[config.mk]
export PLATFORM = sky130hd
export DESIGN_NAME = delay_chain
export DESIGN_NICKNAME = d
export VERILOG_FILES = /design/src/rtl/delay_chain_pkg.sv /design/src/rtl/delay_chain_mem_core.sv /design/src/rtl/delay_chain.sv
export SDC_FILE = /design/constraint.sdc
export NUM_CORES = 1
export LEC_CHECK = 0
export ABC_CLOCK_PERIOD_IN_PS = 800
export CELL_PAD_IN_SITES_DETAIL_PLACEMENT = 1
export CELL_PAD_IN_SITES_GLOBAL_PLACEMENT = 2
export CORE_MARGIN = 1
export CORE_UTILIZATION = 39
export CTS_CLUSTER_DIAMETER = 30
export CTS_CLUSTER_SIZE = 30
export DETAILED_ROUTE_END_ITERATION = 12
export HOLD_SLACK_MARGIN = 0.05
export MAX_ROUTING_LAYER = met4
export PLACE_DENSITY_LB_ADDON = 0.05
export SLEW_MARGIN = 20
export SYNTH_ARGS = -nofsm -noshare
export SYNTH_HDL_FRONTEND = slang
export SYNTH_HIERARCHICAL = 1
export SYNTH_SLANG_ARGS = --single-unit
[constraint.sdc]
create_clock -name clk -period 0.8 [get_ports clk]
set_input_delay 0.08 -clock clk [delete_from_list [all_inputs] [get_ports clk]]
set_output_delay 0.08 -clock clk [all_outputs]
set_load 0.1 [all_outputs]
[src/rtl/delay_chain_pkg.sv]
// delay_chain_pkg: shared helpers for the delay line (pointer width derivation)
package delay_chain_pkg;
  // Pointer bits for a circular buffer of len-1 entries, never narrower than 1 bit.
  function automatic int ptr_w(input int len);
    return (len > 2) ? $clog2(len - 1) : 1;
  endfunction
endpackage

[src/rtl/delay_chain_mem_core.sv]
// delay_chain_mem_core: circular-buffer delay of LEN enabled cycles (LEN-1 entry array + output register)
//   clk   : rising-edge clock
//   rst   : async active-high reset, clears pointer and output register (array is not reset)
//   i_en  : clock enable, all state holds when low
//   i_d   : data in
//   o_q   : data out, i_d delayed by LEN enabled edges
module delay_chain_mem_core
  import delay_chain_pkg::*;
#(
  parameter int DW  = 8,
  parameter int LEN = 4
) (
  input  logic          clk,
  input  logic          rst,
  input  logic          i_en,
  input  logic [DW-1:0] i_d,
  output logic [DW-1:0] o_q
);
  localparam int DEPTH = LEN - 1;
  localparam int PW    = ptr_w(LEN);
  logic [DW-1:0] r_mem [DEPTH];
  logic [PW-1:0] r_ptr;
  logic [DW-1:0] r_q;
  logic [DW-1:0] w_rd;
  assign w_rd = r_mem[r_ptr];
  assign o_q  = r_q;
  // Array has no reset so it can map onto RAM; read-before-write on the same slot.
  always_ff @(posedge clk)
    if (i_en) r_mem[r_ptr] <= i_d;
  always_ff @(posedge clk or posedge rst)
    if (rst) begin
      r_ptr <= '0;
      r_q   <= '0;
    end else if (i_en) begin
      r_q   <= w_rd;
      r_ptr <= (r_ptr == PW'(LEN - 2)) ? '0 : r_ptr + PW'(1);
    end
endmodule

[src/rtl/delay_chain.sv]
// delay_chain: fixed-latency delay line, register chain or circular-buffer memory style
//   clk : rising-edge clock
//   rst : async active-high reset
//   en  : clock enable; delay is counted in enabled edges only
//   in  : data in (DW bits)
//   out : in delayed by LEN enabled edges (LEN=0 is a wire)
module delay_chain
  import delay_chain_pkg::*;
#(
  parameter int DW      = 8,
  parameter int LEN     = 4,
  parameter int USE_MEM = 0
) (
  input  logic          clk,
  input  logic          rst,
  input  logic          en,
  input  logic [DW-1:0] in,
  output logic [DW-1:0] out
);
  if (LEN == 0) begin : g_wire
    assign out = in;
  end else if (USE_MEM != 0 && LEN >= 2) begin : g_mem
    delay_chain_mem_core #(.DW(DW), .LEN(LEN)) u_core (
      .clk  (clk),
      .rst  (rst),
      .i_en (en),
      .i_d  (in),
      .o_q  (out)
    );
  end else begin : g_reg
    logic [DW-1:0] r_stage [LEN];
    always_ff @(posedge clk or posedge rst)
      if (rst) begin
        for (int k = 0; k < LEN; k++) r_stage[k] <= '0;
      end else if (en) begin
        r_stage[0] <= in;
        for (int k = 1; k < LEN; k++) r_stage[k] <= r_stage[k-1];
      end
    assign out = r_stage[LEN-1];
  end
endmodule

# ---- Word-level counts from Yosys, hierarchy flattened
# Index checks and enable logic that the tools add are counted.
dict set report word_totals {
  output_inout_bits 8
  register_bits 32
  wordCells 4
}

# ---- Logic depth before layout (Yosys ltp)
dict set report logic_depth {
  ltp_word 0
  mapped_depth 3
}

# ---- Worst setup path before layout
# Ideal clock, no wire load.
dict set report synth_timing {
  kind {input port to flip-flop}
  start {in en}
  end {reg g_reg.r_stage[10] in the netlist's numbering}
  cell_stages 3
  arrival_time_ps 622
  path_slack_ps 53
  setup_time_ps 125
  t_required_ps 675
  path_cell_list {buf_6 buf_12 mux2_4}
}
# element line
set synth_lines {}
lappend synth_lines {{start: declaration} delay_chain.sv:16} ;# input logic en,
lappend synth_lines {{end: declaration} delay_chain.sv:31} ;# logic [DW-1:0] r_stage [LEN];
# No word-level cell between the ends.

# ---- Worst setup path in the final report
dict set report layout_timing {
  start {reg g_reg.r_stage, in the netlist out[5]}
  end {out out[5]}
}
# element line
set layout_lines {}
lappend layout_lines {{end: declaration} delay_chain.sv:18} ;# output logic [DW-1:0] out
# No word-level cell between the ends.

==> metrics <==
final hold viol count 0; placed instance count approximately 140; clk_lat worst skew ~0.32 ns; vias in the first global route roughly 770; final setup fails 15; post-route ant nets 0; Die Ht between 60 and 70 µm; htree depth 2; drt via density 4.37; leakage power just over 0.9 nW; fill cell count between 300 and 400; Slew Viols, Final 0; Remaining DRCs 0; largest net degree at the start of global routing 33; initial antenna violation count 0; Post-Syn Area between 1000 and 1500 µm²; port bufs 18; part of the power in registers 38.3%; syn_nets slightly below 90; post-synthesis sequential area ratio 56.8%; Post-Route Utilization 55.7%; Sink Count 32; clk_skew roughly 0.0078 ns; Worst R2R End out[5]$_DFFE_PP0P_; GP Congestion ~0.64; Remaining Overflow, GRT 0; die area between 3000 and 4000 µm²; CTS Buf Count 5; clock transition at the registers of the reported paths around 0.10 ns; non-filler cells, final ~160; clock root buffer clkbuf_4; row cnt 21; Avg WL per Cell about 13 µm; mux cell area share after synthesis ~34%; number of library cell types mapped by synthesis 7; Worst Setup SP out[5]$_DFFE_PP0P_; switch share about a third; Worst Hold Class in2async; critical path capture point type primary output; max-slew headroom at the worst pin roughly nine tenths; FF-to-FF path depth 2; drt first pass iters 3; average size of a mapped cell around 18 µm²; adder-cell area share of the yosys netlist 0%; maximum clock frequency approximately 910 MHz; most frequent cells in the layout dfrtp_1, mux2_4, buf_12, buf_6, clkdlybuf4s50_1; post-synthesis cell count 77; status complete, but fails checks; Comb pwr share 40.2%; largest family of logic cells by synthesized area multiplexers; first-pass GRT wire length 3640 µm; Internal 0.00369 W; final wirelength between 2000 and 2500 µm; most common cell after layout, fill and taps aside dfrtp_1; XOR/XNOR share of the synthesized area 0%; r2r startpoint out[5]$_DFFE_PP0P_; Synth Area in Simple Gates 0%; Fin Hold WS about 0.092 ns; Seq cells post-synth 32; CP Class reg2out; # hold bufs at CTS 0; clock power share between 20% and 30%; Power, Total 0.00543 W; minimum clock period ~1.1 ns; crit path max fanout 2; RSZ-0062 raised after global routing true; max-cap viol count 0; setup slack after layout -0.302 ns; CP required 0.72 ns; Iter 0 DRT Violations 10; vias approximately 680; Antenna Cells 0; Layout Nets between 100 and 150; CTS Buffer Depth 2; Final Cycle Share 138%; CP Launch Type register; synth warn 6; DP Wirelength around 1300 µm; CP Data Arrival Time about 1 ns; Starting Density 41.6%; flop2flop setup slack -0.12 ns; failing checks setup timing; Tightest Pin Transition 0.175 ns; Power Density between 2000 and 3000 nW/µm²; # IOs 19; layout overhead on the synthesized area 34.0%; Synth Area in Compound Gates 0%; TritonCTS clock tree yes; layout cells sized above 1 60.9%; Peak VDD IR 1.15 mV; final setup TNS -2.93 ns; die width around 62 µm; Worst Setup EP out[5]; core area roughly 3400 µm²; P_sw about 0.0017 W; Tot GR Track Use between 10% and 20%
[registers in the layout (all words and copies together), names as in the netlist]
signal	flops
out	8
g_reg.r_stage	24
[cell type report]
class / count / area, µm² / share of cell area, %
timing repair buffer: 37 / 477 / 25.2
clock buffer: 6 / 41.3 / 2.19
inverter: 1 / 3.75 / 0.199
sequential: 32 / 801 / 42.4
clock inverter: 2 / 35.0 / 1.86
tap: 46 / 57.6 / 3.05
multi-input combinational: 32 / 473 / 25.0
[worst min-delay path by stage]
stage / startpoint / endpoint / slack (ns) / cells past startpoint
2_1_floorplan: rst / g_reg.r_stage[10]$_DFFE_PP0P_ / 0.20 / 1
3_3_place_gp: rst / out[6]$_DFFE_PP0P_ / 0.44 / 3
3_5_place_dp: rst / g_reg.r_stage[23]$_DFFE_PP0P_ / 0.47 / 3
4_1_cts: rst / g_reg.r_stage[18]$_DFFE_PP0P_ / 0.09 / 3
5_1_grt: rst / g_reg.r_stage[14]$_DFFE_PP0P_ / 0.09 / 3
6_report: rst / out[6]$_DFFE_PP0P_ / 0.09 / 3
[logic make-up after synthesis]
family | after synthesis
multiplexers | 32
flip-flops | 32
buffers and inverters | 13
[stage by stage]
| step | setup slack [ns] | cell area, µm² |
|---|---|---|
| floorplan | 0.0292 | 1410 |
| global placement | -0.0797 | 1720 |
| detailed placement | -0.0871 | 1720 |
| global route | -0.354 | 1890 |
| CTS | -0.322 | 1880 |
| finish | -0.302 | 1890 |
[repair_timing]
item / CTS / global route
resized for setup: 8 / 3
buffers inserted: 7 / 1
setup endpoints to repair: 8 / 18
[power by group through the flow]
stage	Sequential (W)	Combinational, W	Clock, W
floorplan	0.00203	0.00142	0
global placement	0.00208	0.00197	0
detailed placement	0.00209	0.00199	0
CTS	0.00207	0.00218	0.00124
global route	0.00212	0.00226	0.00131
finish	0.00208	0.00218	0.00117
[worst max-delay path: stages (launching register included)]
cell	delay, ns
dfrtp_1	0.41
buf_6	0.13
buf_12	0.15
[layer usage]
| layer | vias up | wire [µm] | share of wire (%) | GRT usage [%] |
|---|---|---|---|---|
| met1 | 342 | 863 | 43 | 15.9 |
| met3 | 5 | 115 | 5.7 | 6.25 |
| met4 | 0 | 46 | 2.3 | 6.10 |
| met5 | - | 0 | 0 | - |
| met2 | 18 | 978 | 49 | 18.5 |
| li1 | 317 | - | - | - |
[cell usage after synthesis]
| master | instances | area, µm² |
|---|---|---|
| buf_12 | 3 | 60.1 |
| buf_4 | 8 | 60.1 |
| buf_6 | 1 | 11.3 |
| dfrtp_1 | 32 | 801 |
| inv_1 | 1 | 3.75 |
| mux2_2 | 2 | 22.5 |
| mux2_4 | 30 | 450 |
No activity file was read; power rests on OpenSTA's default activity.
